**src/rtl/piece_sequencer_if.sv**
```systemverilog
// Piece request handshake between the game FSM and the piece sequencer.
//   piece_req  : game FSM asks for a piece (level, held until piece_ack)
//   piece_ack  : one-cycle pulse, piece_type valid and request consumed
//   piece_type : piece issued on the last ack
//   next_type  : preview of the next piece, valid while ready=1
//   ready      : preview valid and sequencer idle
interface piece_sequencer_if;
  localparam int unsigned TYPE_W = 3;

  logic              piece_req;
  logic              piece_ack;
  logic [TYPE_W-1:0] piece_type;
  logic [TYPE_W-1:0] next_type;
  logic              ready;

  // Game FSM side
  modport master (
    output piece_req,
    input  piece_ack,
    input  piece_type,
    input  next_type,
    input  ready
  );

  // Sequencer side
  modport slave (
    input  piece_req,
    output piece_ack,
    output piece_type,
    output next_type,
    output ready
  );
endinterface

```
**src/rtl/piece_sequencer.sv**
```systemverilog
// Piece sequencer: steps an external 8-bit LFSR and samples its low three
// bits to keep a one-deep preview of the next Tetris piece (0..6). Requests
// are served with a req/ack handshake, after which the preview is refilled.
// Code 7 is rejected, and so is a repeat of the issued piece on the first
// draw of a refill; the MAX_RETRY-th sample is always accepted (7 -> 0).
//   vclk      : clock, rising edge
//   rst       : asynchronous active-high reset
//   lfsr_val  : current LFSR register value
//   lfsr_step : step enable to the LFSR (high only in FILL_STEP)
//   pif       : piece handshake (slave side)
module piece_sequencer #(
  parameter int unsigned MAX_RETRY = 4
) (
  input  logic                vclk,
  input  logic                rst,
  input  logic [7:0]          lfsr_val,
  output logic                lfsr_step,
  piece_sequencer_if.slave    pif
);

  localparam int unsigned TYPE_W  = 3;
  localparam int unsigned RETRY_W = 4;
  localparam logic [TYPE_W-1:0]  BAD_CODE = TYPE_W'(7);
  localparam logic [RETRY_W-1:0] LAST_TRY = RETRY_W'(MAX_RETRY - 1);

  if (MAX_RETRY < 1 || MAX_RETRY > 15) begin : g_bad_param
    $error("piece_sequencer: MAX_RETRY must be in 1..15");
  end

  typedef enum logic [1:0] {
    FILL_STEP   = 2'd0,
    FILL_SAMPLE = 2'd1,
    IDLE        = 2'd2
  } state_e;

  state_e state;
  state_e state_nxt;

  logic [TYPE_W-1:0]  piece_type_q;
  logic [TYPE_W-1:0]  next_type_q;
  logic [RETRY_W-1:0] retry_cnt;
  logic               piece_ack_q;

  logic [TYPE_W-1:0]  cand;
  logic [TYPE_W-1:0]  cand_mapped;
  logic               last_try;
  logic               reject;

  // Combinational strobes from the output decoder
  logic               serve;
  logic               accept;
  logic               retry_inc;

  // Only the low three LFSR bits select a piece
  logic               unused_lfsr_hi;
  assign unused_lfsr_hi = ^lfsr_val[7:TYPE_W];

  // Sample decision; the final try overrides every rejection rule
  assign cand        = lfsr_val[TYPE_W-1:0];
  assign cand_mapped = (cand == BAD_CODE) ? '0 : cand;
  assign last_try    = (retry_cnt == LAST_TRY);
  assign reject      = !last_try &&
                       ((cand == BAD_CODE) ||
                        ((retry_cnt == '0) && (cand == piece_type_q)));

  // State register
  always_ff @(posedge vclk or posedge rst) begin
    if (rst) begin
      state <= FILL_STEP;
    end else begin
      state <= state_nxt;
    end
  end

  // Next-state logic
  always_comb begin
    state_nxt = state;
    unique case (state)
      FILL_STEP:   state_nxt = FILL_SAMPLE;
      FILL_SAMPLE: state_nxt = reject ? FILL_STEP : IDLE;
      IDLE:        state_nxt = pif.piece_req ? FILL_STEP : IDLE;
      default:     state_nxt = FILL_STEP;
    endcase
  end

  // Output decode; lfsr_step is masked so the LFSR never moves under reset
  always_comb begin
    lfsr_step = 1'b0;
    pif.ready = 1'b0;
    serve     = 1'b0;
    accept    = 1'b0;
    retry_inc = 1'b0;
    unique case (state)
      FILL_STEP: lfsr_step = !rst;
      FILL_SAMPLE: begin
        accept    = !reject;
        retry_inc = reject;
      end
      IDLE: begin
        pif.ready = 1'b1;
        serve     = pif.piece_req;
      end
      default: ;
    endcase
  end

  // Registered handshake outputs, preview and retry counter
  always_ff @(posedge vclk or posedge rst) begin
    if (rst) begin
      piece_type_q <= '0;
      next_type_q  <= '0;
      retry_cnt    <= '0;
      piece_ack_q  <= 1'b0;
    end else begin
      piece_ack_q <= serve;
      if (serve) begin
        piece_type_q <= next_type_q;
      end
      if (accept) begin
        next_type_q <= cand_mapped;
        retry_cnt   <= '0;
      end else if (retry_inc) begin
        retry_cnt <= retry_cnt + RETRY_W'(1);
      end
    end
  end

  assign pif.piece_ack  = piece_ack_q;
  assign pif.piece_type = piece_type_q;
  assign pif.next_type  = next_type_q;

endmodule

```
**src/flat_wrapper.sv**
```systemverilog
// flat-port wrapper written by rule: the top's interface ports become plain ports
module piece_sequencer_flat 
#(
  parameter int unsigned MAX_RETRY = 4
)
  (vclk, rst, lfsr_val, lfsr_step, pif_piece_req, pif_piece_ack, pif_piece_type, pif_next_type, pif_ready);
  piece_sequencer_if pif_i ();
  input  logic vclk;
  input  logic rst;
  input  logic [7:0] lfsr_val;
  output logic lfsr_step;
  input wire logic [$bits(pif_i.piece_req)-1:0] pif_piece_req;
  output wire logic [$bits(pif_i.piece_ack)-1:0] pif_piece_ack;
  output wire logic [$bits(pif_i.piece_type)-1:0] pif_piece_type;
  output wire logic [$bits(pif_i.next_type)-1:0] pif_next_type;
  output wire logic [$bits(pif_i.ready)-1:0] pif_ready;
  assign pif_i.piece_req = pif_piece_req;
  assign pif_piece_ack = pif_i.piece_ack;
  assign pif_piece_type = pif_i.piece_type;
  assign pif_next_type = pif_i.next_type;
  assign pif_ready = pif_i.ready;
  piece_sequencer #(.MAX_RETRY(MAX_RETRY)) u_core (.vclk(vclk), .rst(rst), .lfsr_val(lfsr_val), .lfsr_step(lfsr_step), .pif(pif_i));
endmodule
```
**config.mk**
```make
export PLATFORM = sky130hd
export DESIGN_NAME = piece_sequencer_flat
export DESIGN_NICKNAME = d
export VERILOG_FILES = /design/src/rtl/piece_sequencer_if.sv /design/src/rtl/piece_sequencer.sv /design/src/flat_wrapper.sv
export SDC_FILE = /design/constraint.sdc
export NUM_CORES = 1
export LEC_CHECK = 0
export CAP_MARGIN = 40
export CORE_MARGIN = 1.5
export CORE_UTILIZATION = 44
export DETAILED_ROUTE_END_ITERATION = 8
export PLACE_DENSITY = 0.78
export SYNTH_ARGS = -nofsm -noshare
export SYNTH_HDL_FRONTEND = slang
export SYNTH_SLANG_ARGS = --single-unit
```
**constraint.sdc**
```tcl
create_clock -name vclk -period 2 [get_ports vclk]
set_input_delay 0.2 -clock vclk [delete_from_list [all_inputs] [get_ports vclk]]
set_output_delay 0.2 -clock vclk [all_outputs]
set_load 0.02 [all_outputs]
```
==> run summary, run 1 <==
Leakage -> 0.398 nW
Post-Syn Area -> 669 um2
CP top delay family -> simple AND/OR/NAND/NOR gates
Final Hold Fails -> 0
CTS tree -> done
Syn nets -> 78
Placed Area -> 866 um2
Crit path max fanout -> 4
Final min period -> 1900 ps
Sequential share of power -> 35.2%
Placed cell count -> 99
Detailed-route vias per instance -> 5.72
Max H-tree Level -> 1
Area leader, netlist -> dfrtp_1
Setup TNS -> 0 ps
HP Class -> input port to asynchronous set/reset pin
Top cells by area, synth -> dfrtp_1 (49%), nand2_1 (3.9%), xor2_1 (3.9%)
RSZ-0062 raised after global routing -> false
Antenna viol nets, final -> 0
CP bufs+invs -> 0
Synthesized flop and latch total -> 13
Top cell type's share of synthesized area -> 48.6%
Initial core utilization -> 49.0%
CTS buffer count -> 3
R2r endpoint -> u_core.pif.next_type[1]$_DFFE_PP0P_
Core area -> 1370 um2
VDD IR max -> 0.000705 V
WHS -> 264 ps
GRT overflow -> 0
Slew @ Worst Pin -> 505 ps
Routed WL per cell -> 13.9 um
Critical-path cell list -> ha_1, or4b_1, nor4_1, nor3_1, a32o_1
Clk root buf -> clkbuf_4
Largest net degree at the start of global routing -> 14
Post-CTS setup buffers -> 0
Worst R2R Path Depth -> 5
Cts hold-fix bufs -> 0
First-pass GRT wire length -> 2450 um
IO buf count -> 14
Area Overhead vs Synth -> 33.3%
Post-layout power -> 0.00128 W
Clk buf depth -> 2
CTS sink cnt -> 13
Cell Int Power -> 0.000771 W
Clock Pin Slew Worst Setup and Hold Paths -> 80 ps
Outcome -> finished clean
Setup violators final -> 0
Ys Warns -> 0
Final routed DRC violation total -> 0
Max-cap violations -> 0
Clock latency at the later pin of the worst-skew pair -> 280 ps
Wirelength, routed -> 1430 um
Crit path launch type -> flip-flop
Nature of the critical path endpoint -> flip-flop
Die width -> 42.0 um
Gate Count Post-Synth -> 65
Switching Share -> 39.7%
Max Clk Rate -> 526 MHz
Die area -> 1760 um2
Pwr per Cell Area -> 1430 nW/um2
Crit path max-delay cell type -> or4b_1
Initial antenna violation count -> 0
Diodes inserted -> 0
Kind of critical path -> flip-flop to flip-flop
Worst flop-to-flop path startpoint -> u_core.retry_cnt[0]$_DFFE_PP0P_
Yosys cell types -> 26
Via count of the routed design -> 589
Gate power share -> 51.8%
Mean Syn Cell Area -> 10.3 um2
Routability cong. -> 0.760
Reg2Reg Setup Slack -> 100 ps
Req. time, crit path -> 2170 ps
Final nets -> 102
Tot GR Track Use -> 18.5%
Switching power -> 0.000507 W
Final period utilization -> 95.1%
Fraction of layout cells with a size suffix above 1 -> 12.5%
First DRT Iteration DRCs -> 24
Share of power burned in the clock network -> 13.0%
Hpwl dp -> 1080 um
IO Count -> 20
Seq/Total Area, Yosys -> 48.6%
Die Y -> 42.0 um
Vias in the first global route -> 568
Clk_skew -> 1.28 ps
Crit path launch -> u_core.retry_cnt[0]$_DFFE_PP0P_
Rows -> 13
Post-Layout Cell Count -> 103
Design area -> 892 um2
Max incr delay on CP -> 540 ps
# resized after CTS -> 0
Max-slew headroom -> 66.3%
Max-slew violations -> 0
Critical Path AT -> 2080 ps
First-pass DRT Iterations -> 7
worst max path at each step:
stage,cells after the start,slack [ps],to
floorplan,5,260,u_core.pif.next_type[0]$_DFFE_PP0P_
global placement,5,120,u_core.pif.next_type[1]$_DFFE_PP0P_
detailed placement,5,120,u_core.pif.next_type[1]$_DFFE_PP0P_
CTS,5,90,u_core.pif.next_type[1]$_DFFE_PP0P_
global route,5,10,u_core.pif.next_type[1]$_DFFE_PP0P_
finish,5,100,u_core.pif.next_type[1]$_DFFE_PP0P_
registers in the layout (all words and copies together) (netlist names):
| register | count |
|---|---|
| u_core.retry_cnt | 4 |
| u_core.pif.next_type | 3 |
| u_core.pif.piece_type | 3 |
| u_core.pif.piece_ack | 1 |
| u_core.state | 2 |
cells in the final DEF, fill, tap and decap left out, drive strengths merged, types with 2 or more instances in the layout:
master	count
clkdlybuf4s50	14
a32o	2
ha	2
buf	5
nand3	4
nand2	7
nor4	2
nor2b	2
mux2	3
o21ai	7
inv	4
dfrtp	13
nor3	4
nand2b	2
xor2	3
clkbuf	4
cell usage after synthesis (all sizes together):
| cell type | n |
|---|---|
| nor3 | 4 |
| or3b | 1 |
| nand4b | 1 |
| o311ai | 1 |
| ha | 2 |
| inv | 4 |
| o22ai | 1 |
| a32o | 2 |
| or4b | 1 |
| o21bai | 1 |
| mux2 | 3 |
| nor3b | 1 |
| and3 | 1 |
| nor2 | 1 |
| nor2b | 2 |
| nor4 | 2 |
| o21ai | 7 |
| nand2 | 7 |
| nand3 | 4 |
| or3 | 1 |
| dfrtp | 13 |
| xor2 | 3 |
| nand2b | 2 |
cell type report:
class,count,area (um2)
Fill cell,114,474
Multi-Input combinational cell,48,329
Sequential cell,13,325
Timing Repair Buffer,19,178
Clock buffer,4,26.3
Tap cell,15,18.8
Inverter,4,15.0
cell families (layout without fill, tap and decap cells):
kind of cell	Yosys count	count (layout)	synth area share, %
AOI/OAI and AO/OA	12	12	11.6
xor gates and xnor gates	3	3	3.93
adders and majority gates	2	2	3.74
buffers and inverters	4	27	2.24
DFF	13	13	48.6
muxes	3	3	5.05
and+or+nand+nor	28	28	24.9
per-layer routing:
layer | part of all wire (%) | wire length [um] | global-route usage [%]
met1 | 45 | 647 | 22.3
met3 | 6.3 | 90 | 6.90
met2 | 47 | 678 | 29.7
met4 | 0.84 | 12 | 7.74
met5 | 0 | 0 | 0
stage by stage:
step | worst slack [ps] | utilization, %
2_1_floorplan | 257 | -
3_3_place_gp | 117 | 63.4
3_5_place_dp | 117 | 63.4
4_1_cts | 94.5 | 65.3
5_1_grt | 13.5 | 65.3
6_report | 97.8 | 65.3
power by group through the flow:
stage          registers, W  logic [W]  clock network (W)
6_report           0.000450   0.000663           0.000166
5_1_grt            0.000466   0.000724           0.000176
4_1_cts            0.000451   0.000664           0.000169
3_5_place_dp       0.000456   0.000660                  0
3_3_place_gp       0.000449   0.000645                  0
2_1_floorplan      0.000515   0.000324                  0
Power figures use the tool's default switching activity.
==> run 2: changes to the inputs <==
--- a/config.mk
+++ b/config.mk
@@ -6,7 +6,6 @@
 export NUM_CORES = 1
 export LEC_CHECK = 0
 export CAP_MARGIN = 40
-export CORE_MARGIN = 1.5
 export CORE_UTILIZATION = 44
 export DETAILED_ROUTE_END_ITERATION = 8
 export PLACE_DENSITY = 0.78
==> constraint.sdc (replaced) <==
create_clock -name vclk -period 2 [get_ports vclk]
set_input_delay 0.2 -clock vclk [delete_from_list [all_inputs] [get_ports vclk]]
set_output_delay 0.2 -clock vclk [all_outputs]
set_load 0.05 [all_outputs]
==> run 2 against run 1 <==
  * First-iteration DRC count down 92%
  * Sequential power up 1%
  * Total power up 13%
  * Core utilization up 0.79 points
  * Worst hold slack better by 9.0 ps
  * Die area down 4.7%
  * Critical path depth unchanged
  * Critical path type unchanged
  * Largest cell class unchanged
==> run summary, run 2 (same netlist as run 1, synthesis figures left out) <==
Final nets -> 102 (unchanged)
Fraction of layout cells with a size suffix above 1 -> 13.6% (+1.1 points)
Largest net degree at the start of global routing -> 14 (unchanged)
Nature of the critical path endpoint -> flip-flop
Post-CTS setup buffers -> 0 (unchanged)
Final min period -> 1920 ps (+14.1 ps)
Reg2Reg Setup Slack -> 80 ps (about the same)
First DRT Iteration DRCs -> 2 (-92%)
HP Class -> input port to asynchronous set/reset pin
Clk_skew -> 4.34 ps (+3.06 ps)
Core area -> 1350 um2 (-1.2%)
IO buf count -> 14 (unchanged)
Most used cells in the layout excluding fill and tap cells -> dfrtp_1 (13), clkdlybuf4s50_1 (12), nand2_1 (7)
R2r endpoint -> u_core.pif.next_type[0]$_DFFE_PP0P_
Max incr delay on CP -> 530 ps (about the same)
Post-Layout Cell Count -> 103 (unchanged)
Max H-tree Level -> 1 (unchanged)
Top reg by flops -> u_core.retry_cnt
Number of filler cells placed in the layout -> 124 (+8.8%)
Max-cap violations -> 0 (unchanged)
Max FFs per register -> 4 (unchanged)
Die Y -> 41.0 um (-2.4%)
Final period utilization -> 95.8% (+0.71 points)
CTS buffer count -> 3 (unchanged)
Max-slew headroom -> 66.5% (+0.22 points)
Kind of critical path -> flip-flop to flip-flop
Design area -> 892 um2 (unchanged)
Clock Pin Slew Worst Setup and Hold Paths -> 80 ps (about the same)
Post-layout power -> 0.00144 W (+13%)
CTS tree -> done
Final routed DRC violation total -> 0 (unchanged)
Clk root buf -> clkbuf_4
Clk buf depth -> 2 (unchanged)
Critical-path cell list -> ha_1, or4b_1, nor4_1, nor3_1, a32o_1
Via count of the routed design -> 572 (-2.9%)
Initial core utilization -> 49.6% (+0.59 points)
Tot GR Track Use -> 21.7% (+3.2 points)
Antenna viol nets, final -> 0 (unchanged)
Placed cell count -> 99 (unchanged)
Crit path max-delay cell type -> or4b_1
Outcome -> finished clean
Setup violators final -> 0 (unchanged)
Worst R2R Path Depth -> 5 (unchanged)
Die area -> 1680 um2 (-4.7%)
Placed Area -> 863 um2 (-0.29%)
Req. time, crit path -> 2160 ps (about the same)
Max-slew violations -> 0 (unchanged)
Routed WL per cell -> 13.8 um (-0.77%)
Routability cong. -> 0.806 (+6.1%)
Initial antenna violation count -> 0 (unchanged)
Cts hold-fix bufs -> 0 (unchanged)
Crit path max fanout -> 4 (unchanged)
Hpwl dp -> 1080 um (-0.61%)
Slew @ Worst Pin -> 501 ps (-3.63 ps)
Area Overhead vs Synth -> 33.3% (unchanged)
Die width -> 41.0 um (-2.4%)
Worst flop-to-flop path startpoint -> u_core.retry_cnt[0]$_DFFE_PP0P_
Max Clk Rate -> 522 MHz (-0.74%)
Detailed-route vias per instance -> 5.55 (-2.9%)
VDD IR max -> 0.00104 V (+48%)
RSZ-0062 raised after global routing -> false
IO Count -> 20 (unchanged)
Vias in the first global route -> 537 (-5.5%)
Critical Path AT -> 2080 ps (about the same)
Crit path launch type -> flip-flop
Final Hold Fails -> 0 (unchanged)
GRT overflow -> 0 (unchanged)
Clock latency at the later pin of the worst-skew pair -> 270 ps (about the same)
Diodes inserted -> 0 (unchanged)
First-pass DRT Iterations -> 4 (-3)
Leakage -> 0.415 nW (+4.2%)
Rows -> 13 (unchanged)
First-pass GRT wire length -> 2270 um (-7.3%)
Wirelength, routed -> 1420 um (-0.77%)
Setup TNS -> 0 ps (unchanged)
CTS sink cnt -> 13 (unchanged)
Commonest non-fill, non-tap cell in the layout -> dfrtp_1
Pwr per Cell Area -> 1620 nW/um2 (+13%)
[run 2: cell count changes in the layout (fill, tap and decap cells not counted)]
cell	delta
buf_4	+1
clkdlybuf4s50_1	-2
dlymetal6s2s_1	+1
[run 2: metrics by stage]
step | util (%) | worst slack (ps) | hold WS, ps
final | 66.1 | 83.7 | 274
after global routing | 66.1 | 25.6 | 320
after CTS | 65.9 | 51.9 | 286
after detailed placement | 63.9 | 110 | 484
after global placement | 63.9 | 103 | 478
after floorplan | - | 107 | 77.0
[run 2: report_power, final]
group,leakage [nW],switching [W],internal (W)
clock,0.0150,0.0000818,0.0000772
sequential,0.168,0.0000922,0.000363
combinational,0.233,0.000504,0.000324
total,0.415,0.000678,0.000764
[run 2: worst max path at each step]
stage | from | endpoint | slack (ps) | depth (start not counted)
finish | u_core.retry_cnt[0]$_DFFE_PP0P_ | u_core.pif.next_type[0]$_DFFE_PP0P_ | 80 | 5
global route | u_core.retry_cnt[0]$_DFFE_PP0P_ | u_core.pif.next_type[0]$_DFFE_PP0P_ | 30 | 5
CTS | u_core.state[1]$_DFF_PP0_ | pif_ready | 50 | 2
detailed placement | u_core.retry_cnt[0]$_DFFE_PP0P_ | u_core.pif.next_type[1]$_DFFE_PP0P_ | 110 | 5
global placement | u_core.retry_cnt[0]$_DFFE_PP0P_ | u_core.pif.next_type[0]$_DFFE_PP0P_ | 100 | 5
floorplan | u_core.state[0]$_DFF_PP0_ | u_core.pif.piece_type[1]$_DFFE_PP0P_ | 110 | 3
[run 2: layout make-up]
type / count / area (um2) / share of cell area, %
multi-input cells: 48 / 329 / 36.9
flip-flops and latches: 13 / 325 / 36.5
repair buffers: 19 / 178 / 19.9
clock buffers: 4 / 26.3 / 2.95
well taps: 15 / 18.8 / 2.10
inverters: 4 / 15.0 / 1.68
[run 2: layer usage]
metal / up-vias / GRT usage, % / part of all wire [%] / wire length (um)
met4: 0 / 5.00 / 0.71 / 10
met3: 2 / 9.78 / 4.7 / 67
met5: - / 0 / 0 / 0
met2: 12 / 35.2 / 50 / 712
li1: 279 / - / - / -
met1: 279 / 26.1 / 44 / 627
[run 2: what timing repair did]
item,CTS,global route
endpoints found under the hold margin,0,0
gates resized for setup,0,1
endpoints found under the setup margin,0,1
[run 2: worst max-delay path: cells and delay by family (launching register included)]
kind	cells	cell delay [ps]
adder cells (fa/ha/maj)	1	240
AND/OR/NAND/NOR	3	920
AO/OA/AOI/OAI	1	220
flip-flops	1	420
